<file path="src/rtl/ghost_cmd_parser_pkg.sv">
// Shared definitions for the Ghostbox command parser.
// Holds the frame constants, state encoding and command legality check.
package ghost_cmd_parser_pkg;

    localparam logic [7:0] SYNC_DEFAULT   = 8'hA5;
    localparam logic [7:0] CMD_SEVSEG     = 8'h01;
    localparam logic [7:0] CMD_BUZZ       = 8'h02;
    localparam logic [7:0] CMD_SEVSEG_RST = 8'h03;

    typedef enum logic [1:0] {
        S_SYNC = 2'd0,
        S_CMD  = 2'd1,
        S_DATA = 2'd2,
        S_CHK  = 2'd3
    } state_t;

    function automatic logic frame_legal(input logic [7:0] cmd,
                                         input logic [7:0] data);
        logic ok;
        ok = 1'b0;
        unique case (1'b1)
            (cmd == CMD_SEVSEG),
            (cmd == CMD_SEVSEG_RST): ok = 1'b1;
            (cmd == CMD_BUZZ):       ok = (data[7:4] == 4'd0) && (data[3:0] != 4'd0);
            default:                 ok = 1'b0;
        endcase
        return ok;
    endfunction

endpackage

</file>
<file path="src/rtl/ghost_cmd_parser_byte_timeout.sv">
// Inter-byte watchdog for the command parser.
// Saturating counter; expiry is suppressed when a byte arrives that cycle.
module byte_timeout
    import ghost_cmd_parser_pkg::*;
#(
    parameter int TIMEOUT_CYCLES = 250000
) (
    input  logic i_clk,
    input  logic i_rst,
    input  logic i_run,
    input  logic i_kick,
    output logic o_expired
);

    localparam int W = $clog2(TIMEOUT_CYCLES);
    localparam logic [W-1:0] LAST = W'(TIMEOUT_CYCLES - 1);

    logic [W-1:0] cnt;

    always_ff @(posedge i_clk) begin
        if (i_rst || i_kick || !i_run) begin
            cnt <= '0;
        end else if (cnt != '1) begin
            cnt <= cnt + 1'b1;
        end
    end

    assign o_expired = i_run && !i_kick && (cnt == LAST);

endmodule

</file>
<file path="src/rtl/ghost_cmd_parser.sv">
// Framed SYNC/CMD/DATA/CHK decoder driving the seven-segment and buzzer.
// Every output is a flop; rejects and timeouts pulse o_err.
module ghost_cmd_parser
    import ghost_cmd_parser_pkg::*;
#(
    parameter logic [7:0] SYNC_BYTE      = SYNC_DEFAULT,
    parameter int         TIMEOUT_CYCLES = 250000,
    parameter logic [3:0] BUZZ_RST       = 4'd1
) (
    input  logic       i_clk,
    input  logic       i_rst,
    input  logic       i_rx_dv,
    input  logic [7:0] i_rx_byte,
    output logic [7:0] o_sevseg_num,
    output logic [3:0] o_buzz_freq,
    output logic       o_cmd_valid,
    output logic       o_err,
    output logic       o_busy
);

    state_t     state;
    logic [7:0] cmd;
    logic [7:0] data;
    logic       expired;

    byte_timeout #(
        .TIMEOUT_CYCLES(TIMEOUT_CYCLES)
    ) u_timeout (
        .i_clk    (i_clk),
        .i_rst    (i_rst),
        .i_run    (state != S_SYNC),
        .i_kick   (i_rx_dv),
        .o_expired(expired)
    );

    always_ff @(posedge i_clk) begin
        if (i_rst) begin
            state        <= S_SYNC;
            cmd          <= '0;
            data         <= '0;
            o_sevseg_num <= '0;
            o_buzz_freq  <= BUZZ_RST;
            o_cmd_valid  <= 1'b0;
            o_err        <= 1'b0;
            o_busy       <= 1'b0;
        end else begin
            o_cmd_valid <= 1'b0;
            o_err       <= 1'b0;
            if (i_rx_dv) begin
                unique case (state)
                    S_SYNC: begin
                        if (i_rx_byte == SYNC_BYTE) begin
                            state  <= S_CMD;
                            o_busy <= 1'b1;
                        end
                    end
                    S_CMD: begin
                        cmd   <= i_rx_byte;
                        state <= S_DATA;
                    end
                    S_DATA: begin
                        data  <= i_rx_byte;
                        state <= S_CHK;
                    end
                    S_CHK: begin
                        state  <= S_SYNC;
                        o_busy <= 1'b0;
                        if (i_rx_byte == (cmd ^ data) && frame_legal(cmd, data)) begin
                            o_cmd_valid <= 1'b1;
                            case (cmd)
                                CMD_SEVSEG: o_sevseg_num <= data;
                                CMD_BUZZ:   o_buzz_freq  <= data[3:0];
                                CMD_SEVSEG_RST: begin
                                    o_sevseg_num <= data;
                                    o_buzz_freq  <= BUZZ_RST;
                                end
                                default: ;
                            endcase
                        end else begin
                            o_err <= 1'b1;
                        end
                    end
                    default: state <= S_SYNC;
                endcase
            end else if (expired) begin
                // A stalled frame is abandoned; the next byte must be SYNC again.
                state  <= S_SYNC;
                o_busy <= 1'b0;
                o_err  <= 1'b1;
            end
        end
    end

endmodule
</file>
<file path="config.mk">
export PLATFORM = sky130hd
export DESIGN_NAME = ghost_cmd_parser
export DESIGN_NICKNAME = d
export VERILOG_FILES = /design/src/rtl/ghost_cmd_parser_pkg.sv /design/src/rtl/ghost_cmd_parser_byte_timeout.sv /design/src/rtl/ghost_cmd_parser.sv
export SDC_FILE = /design/constraint.sdc
export NUM_CORES = 1
export LEC_CHECK = 0
export ABC_CLOCK_PERIOD_IN_PS = 2790
export CELL_PAD_IN_SITES_DETAIL_PLACEMENT = 0
export CELL_PAD_IN_SITES_GLOBAL_PLACEMENT = 1
export CORE_ASPECT_RATIO = 0.5
export CORE_UTILIZATION = 43
export CTS_BUF_LIST = sky130_fd_sc_hd__clkbuf_16
export DETAILED_ROUTE_END_ITERATION = 7
export PLACE_DENSITY_LB_ADDON = 0.2
export SYNTH_ARGS = -nofsm -noshare
export SYNTH_HDL_FRONTEND = slang
export SYNTH_SLANG_ARGS = --single-unit
</file>
<file path="constraint.sdc">
create_clock -name i_clk -period 2.79 [get_ports i_clk]
set_input_delay 0.837 -clock i_clk [delete_from_list [all_inputs] [get_ports i_clk]]
set_output_delay 0.837 -clock i_clk [all_outputs]
set_load 0.05 [all_outputs]
</file>
Yosys cells after proc, flatten, opt, wreduce, memory -nomap -nowiden --
Cells that the tools add are included.
Word-level totals: register bits 51
Cells by class: add/sub/neg operators 1, equality and inequality tests 12, muxes and demuxes 18, bitwise operators 3, reductions and logical operators 22
Operator list (count):
- $add 18x1->18 const B | 1
- $eq 18x18->1 const B | 1
- $ne 18x18->1 const B | 1
- $eq 8x2->1 const B | 2
- $mux 1 | 11
- $eq 8x1->1 const B | 1
- $eq 8x8->1 | 1
- $eq 8x8->1 const B | 1
- $pmux 2 s4 | 1
- $pmux 4 s2 | 1
- $reduce_and 4->1 | 2
- $xor 8x8->8 | 1
- $mux 2 | 3
- $reduce_and 2->1 | 3
- $reduce_bool 2->1 | 3
- $eq 2x2->1 const B | 2
- $logic_and 1x1->1 | 4
- $logic_not 4->1 | 1
- $pmux 1 s2 | 2
- $reduce_bool 4->1 | 1
- $ne 3x1->1 const B | 1
- $ne 3x3->1 const B | 1
- $reduce_and 3->1 | 1
- $reduce_or 3->1 | 1
- 6 further kinds | 9

Longest topological paths before layout --
depth in word-level cells 10, depth in mapped cells 7, mapped depth without buffers 6

By module --
A second synthesis with hierarchy kept.
Second synthesis, totals: cell total of the unflattened synthesis 292, area total of the unflattened synthesis 2650.0 um2
By module, submodules not included:
- ghost_cmd_parser | times used 1, cells an instance 172, area each 1615.3 um2, sequential area each 660.6 um2
- byte_timeout | times used 1, cells an instance 120, area each 1034.7 um2, sequential area each 360.3 um2

Worst setup path after synthesis --
Ideal clock, no wire load.
kind input-to-reg, start point in i_rx_byte[2], end point reg o_buzz_freq[0], arrival time 2.166 ns, data required time 2.718 ns, path slack 0.553 ns, stages on the path 6, buffers on the path 1, cell sequence xnor3_2 nand4_2 nor4_4 and3b_1 buf_6 mux2i_1
On the way: longest elaborated chain between the ends 3
RTL lines:
- start, declared | line ghost_cmd_parser.sv:13 | input logic [7:0] i_rx_byte,
- $eq 8x8->1 | line ghost_cmd_parser.sv:68 | if (i_rx_byte == (cmd ^ data) && frame_legal(cmd, data)) begin
- $logic_and 1x1->1 | line ghost_cmd_parser.sv:68
- $reduce_and 4->1 (no line)
- end signal, assigned | line ghost_cmd_parser.sv:72 | CMD_BUZZ: o_buzz_freq <= data[3:0];
- end, declared | line ghost_cmd_parser.sv:15 | output logic [3:0] o_buzz_freq,
Every way passes these cells. A chain may end at the register's enable or synchronous reset.

Final worst setup path --
start point in i_rx_byte[7], end point reg o_buzz_freq[2]
Same word-level chain as after synthesis.

==> flow_metrics.py <==
metrics = {
    "logic_synthesis": {
        "synth_ff_type": "dfxtp_1",
        "synth_common_cells": "51 x dfxtp_1, 39 x nand2_1, 24 x a21oi_1, 21 x nand3_1, 21 x nor2_1",
        "synth_area_mm2": 0.00256,
        "synth_cells": 290,
        "synth_top_area_share_pct": 39.8,
        "syn_avg_cell_area_um2": 8.84,
        "ys_top_cells_by_area": "dfxtp_1 40%, nand2_1 5.7%, a21oi_1 4.7%",
        "synth_seq_cells": 51,
        "ys_types": 43,
        "synth_nets": 306,
        "ys_warn_count": 0,
        "synth-async-reset-ratio_pct": 0,
        "synth_edf_count": 0,
        "synth.most_common_cell": "dfxtp_1",
        "synth_seq_area_share_pct": 39.8,
        "synth_area_leader_cell": "dfxtp_1",
    },
    "route": {
        "wl_mm": 5.52,
        "drc_errors": 0,
        "ant_nets": 0,
        "drt_iter0_markers": 73,
        "drt_first_pass_iters": 4,
        "wl_per_cell_um": 14.3,
        "vias_per_cell": 5.46,
        "via_count": 2114,
    },
    "clocking": {
        "cts.sinks": 51,
        "postCtsSetupBuffers": 0,
        "cts_hold_buf": 0,
        "cts.htree.levels": 2,
        "cts_resized": 0,
        "cts.clk_slew.worst_paths_ns": 0.07,
        "cts_tree": "yes",
        "clock_latency_ns": 0.30,
        "cts_buffers": 5,
        "cts_root_buffer": "clkbuf_16",
        "clock_path_buffers": 2,
    },
    "critical_path": {
        "reg2reg_from": "u_timeout.cnt[0]$_SDFFE_PP0P_",
        "start_kind": "primary input",
        "crit_type": "primary input to flop",
        "cp-end-kind": "flop",
        "rr_endpoint": "u_timeout.cnt[13]$_SDFFE_PP0P_",
        "worstPathArrival_ns": 2.69,
        "worstPathRequired_ns": 3.01,
        "crit_fanout": 4,
        "rrSetupSlack_ns": 0.88,
        "reg2reg_depth": 6,
    },
    "sta": {
        "fin_crit_ns": 2.47,
        "fin_skew_ns": 0.00790,
        "tns_ns": 0,
        "setup_viol": 0,
        "rsz0062_at_grt": "false",
        "fin_ws_ns": 0.318,
        "hold_violations": 0,
        "slew_violations": 0,
        "max_freq_mhz": 405,
        "min_period_over_period_pct": 88.6,
        "slew_headroom_pct": 61.1,
        "final.hold.worst_slack_ns": 0.458,
        "tightest_slew_ns": 0.583,
    },
    "placement": {
        "place.gp.congestion": 0.773,
        "dp_hpwl_mm": 4.08,
        "place_area_mm2": 0.00289,
        "post-place-ws_ns": 0.0194,
        "io_buffers": 25,
    },
    "power": {
        "power.density_mw_per_mm2": 486,
        "pwr-share-seq_pct": 49.0,
        "internal_power_uw": 1180,
        "total_power_uw": 1490,
        "power.switching_uw": 303,
        "sw_frac_of_total_pct": 20.4,
        "p_clk_share_pct": 46.3,
        "p_leak_uw": 0.00102,
        "comb_power_share_pct": 4.8,
        "peakVddDrop_mv": 0.254,
    },
    "die": {
        "rows": 19,
        "dieArea_mm2": 0.00630,
        "ios": 26,
        "fp.dieH_um": 56.6,
        "fp.dieW_um": 111,
        "core_mm2": 0.00561,
        "start_util_pct": 45.7,
    },
    "layout": {
        "multi_input_area_mm2": 0.00146,
        "layout.area.seq_mm2": 0.00102,
        "layout.nets": 329,
        "finalInstanceArea_mm2": 0.00306,
        "fillers": 552,
        "area_delta_synth_final_pct": 19.2,
        "num_antenna_cells": 0,
        "drive_gt1_share_pct": 7.32,
    },
    "status": {
        "status": "complete, no violations",
    },
    "hold_path": {
        "hold_end": "cmd[3]$_SDFFE_PP0P_",
        "hp-start": "cmd[3]$_SDFFE_PP0P_",
        "holdPathStages": 2,
        "hp-class": "flop to flop",
    },
    "global_route": {
        "grt_pass1_vias": 1966,
        "groute.usage.overall_pct": 19.3,
        "grt_overflow_total": 0,
        "grt_pass1_wl_mm": 9.39,
        "antenna_found_initial": 0,
        "grt_max_degree": 25,
    },
    "flow_run": {
        "drv_cap": 0,
    },
}
## final cells by class
cell class | count | area share (%)
clock inverters | 3 | 1.27
multi-input cells | 219 | 47.7
inverters | 3 | 0.368
well taps | 73 | 2.99
clock buffers | 5 | 4.09
flip-flops and latches | 51 | 33.4
repair buffers | 33 | 10.1
## sequential cells by signal, indices dropped and copies added (netlist names)
name / count
o_err: 1
data: 8
o_busy: 1
state: 2
o_sevseg_num: 8
o_buzz_freq: 4
u_timeout.cnt: 18
o_cmd_valid: 1
cmd: 8
## worst max-delay path: stages
cell,delay [ns]
clkdlybuf4s50_1,0.49
xnor3_2,0.35
nand4_2,0.12
nor4_4,0.32
and3b_1,0.35
mux2i_1,0.22
## power by group through the flow
stage | Combinational (µW) | Sequential [µW] | Clock [µW]
after global routing | 75.6 | 728 | 740
after global placement | 69.8 | 745 | 0
after detailed placement | 70.2 | 745 | 0
final | 70.8 | 728 | 688
after floorplan | 36.7 | 745 | 0
after CTS | 70.3 | 728 | 711
## kinds of logic (layout without fill, tap and decap cells)
| kind of cell | after synthesis | in the layout | share of synthesized area [%] |
|---|---|---|---|
| simple gates | 144 | 144 | 31.1 |
| buf+inv | 20 | 44 | 3.27 |
| flops | 51 | 51 | 39.8 |
| compound gates | 42 | 42 | 9.02 |
| xor+xnor | 21 | 21 | 11.6 |
| fa+ha+maj | 5 | 5 | 2.44 |
| mux | 7 | 7 | 2.73 |
## metrics by stage
| step | std cells | utilization, % |
|---|---|---|
| finish | 387 | 54.5 |
| global route | 387 | 54.5 |
| CTS | 387 | 54.5 |
| detailed placement | 379 | 51.6 |
| global placement | 379 | 51.6 |
| floorplan | 290 | - |
## routing by layer
| metal | vias to the layer above | GRT usage, % | wire (µm) |
|---|---|---|---|
| li1 | 1075 | - | - |
| met1 | 1006 | 24.8 | 2850 |
| met2 | 25 | 31.3 | 2420 |
| met3 | 8 | 4.86 | 172 |
| met4 | 0 | 7.53 | 75 |
| met5 | - | 0 | 0 |
## worst max path at each step
stage / from / end
floorplan: i_rx_byte[2] / o_buzz_freq[0]$_SDFFE_PP1P_
global placement: i_rx_byte[5] / o_buzz_freq[1]$_SDFFE_PP0P_
detailed placement: i_rx_byte[7] / o_buzz_freq[2]$_SDFFE_PP0P_
CTS: i_rx_byte[7] / o_buzz_freq[2]$_SDFFE_PP0P_
global route: i_rx_byte[5] / o_buzz_freq[2]$_SDFFE_PP0P_
finish: i_rx_byte[7] / o_buzz_freq[2]$_SDFFE_PP0P_
## placed cells by master (no fill, tap or decap), types with 3 or more instances in the layout
cell type	instances
nand2b_1	12
nand4b_1	8
inv_1	3
nor2_1	21
nor3_1	6
nor4_1	4
nand4_1	6
a21oi_1	24
xnor2_1	11
buf_4	8
clkbuf_16	5
a211oi_1	4
ha_1	5
nand2_1	39
o21ai_1	9
nor4b_1	3
xnor3_2	4
nand3_1	21
dfxtp_1	51
mux2i_1	7
and4_1	5
clkdlybuf4s50_1	25
and2_1	6
(Power assumes the default switching activity.)
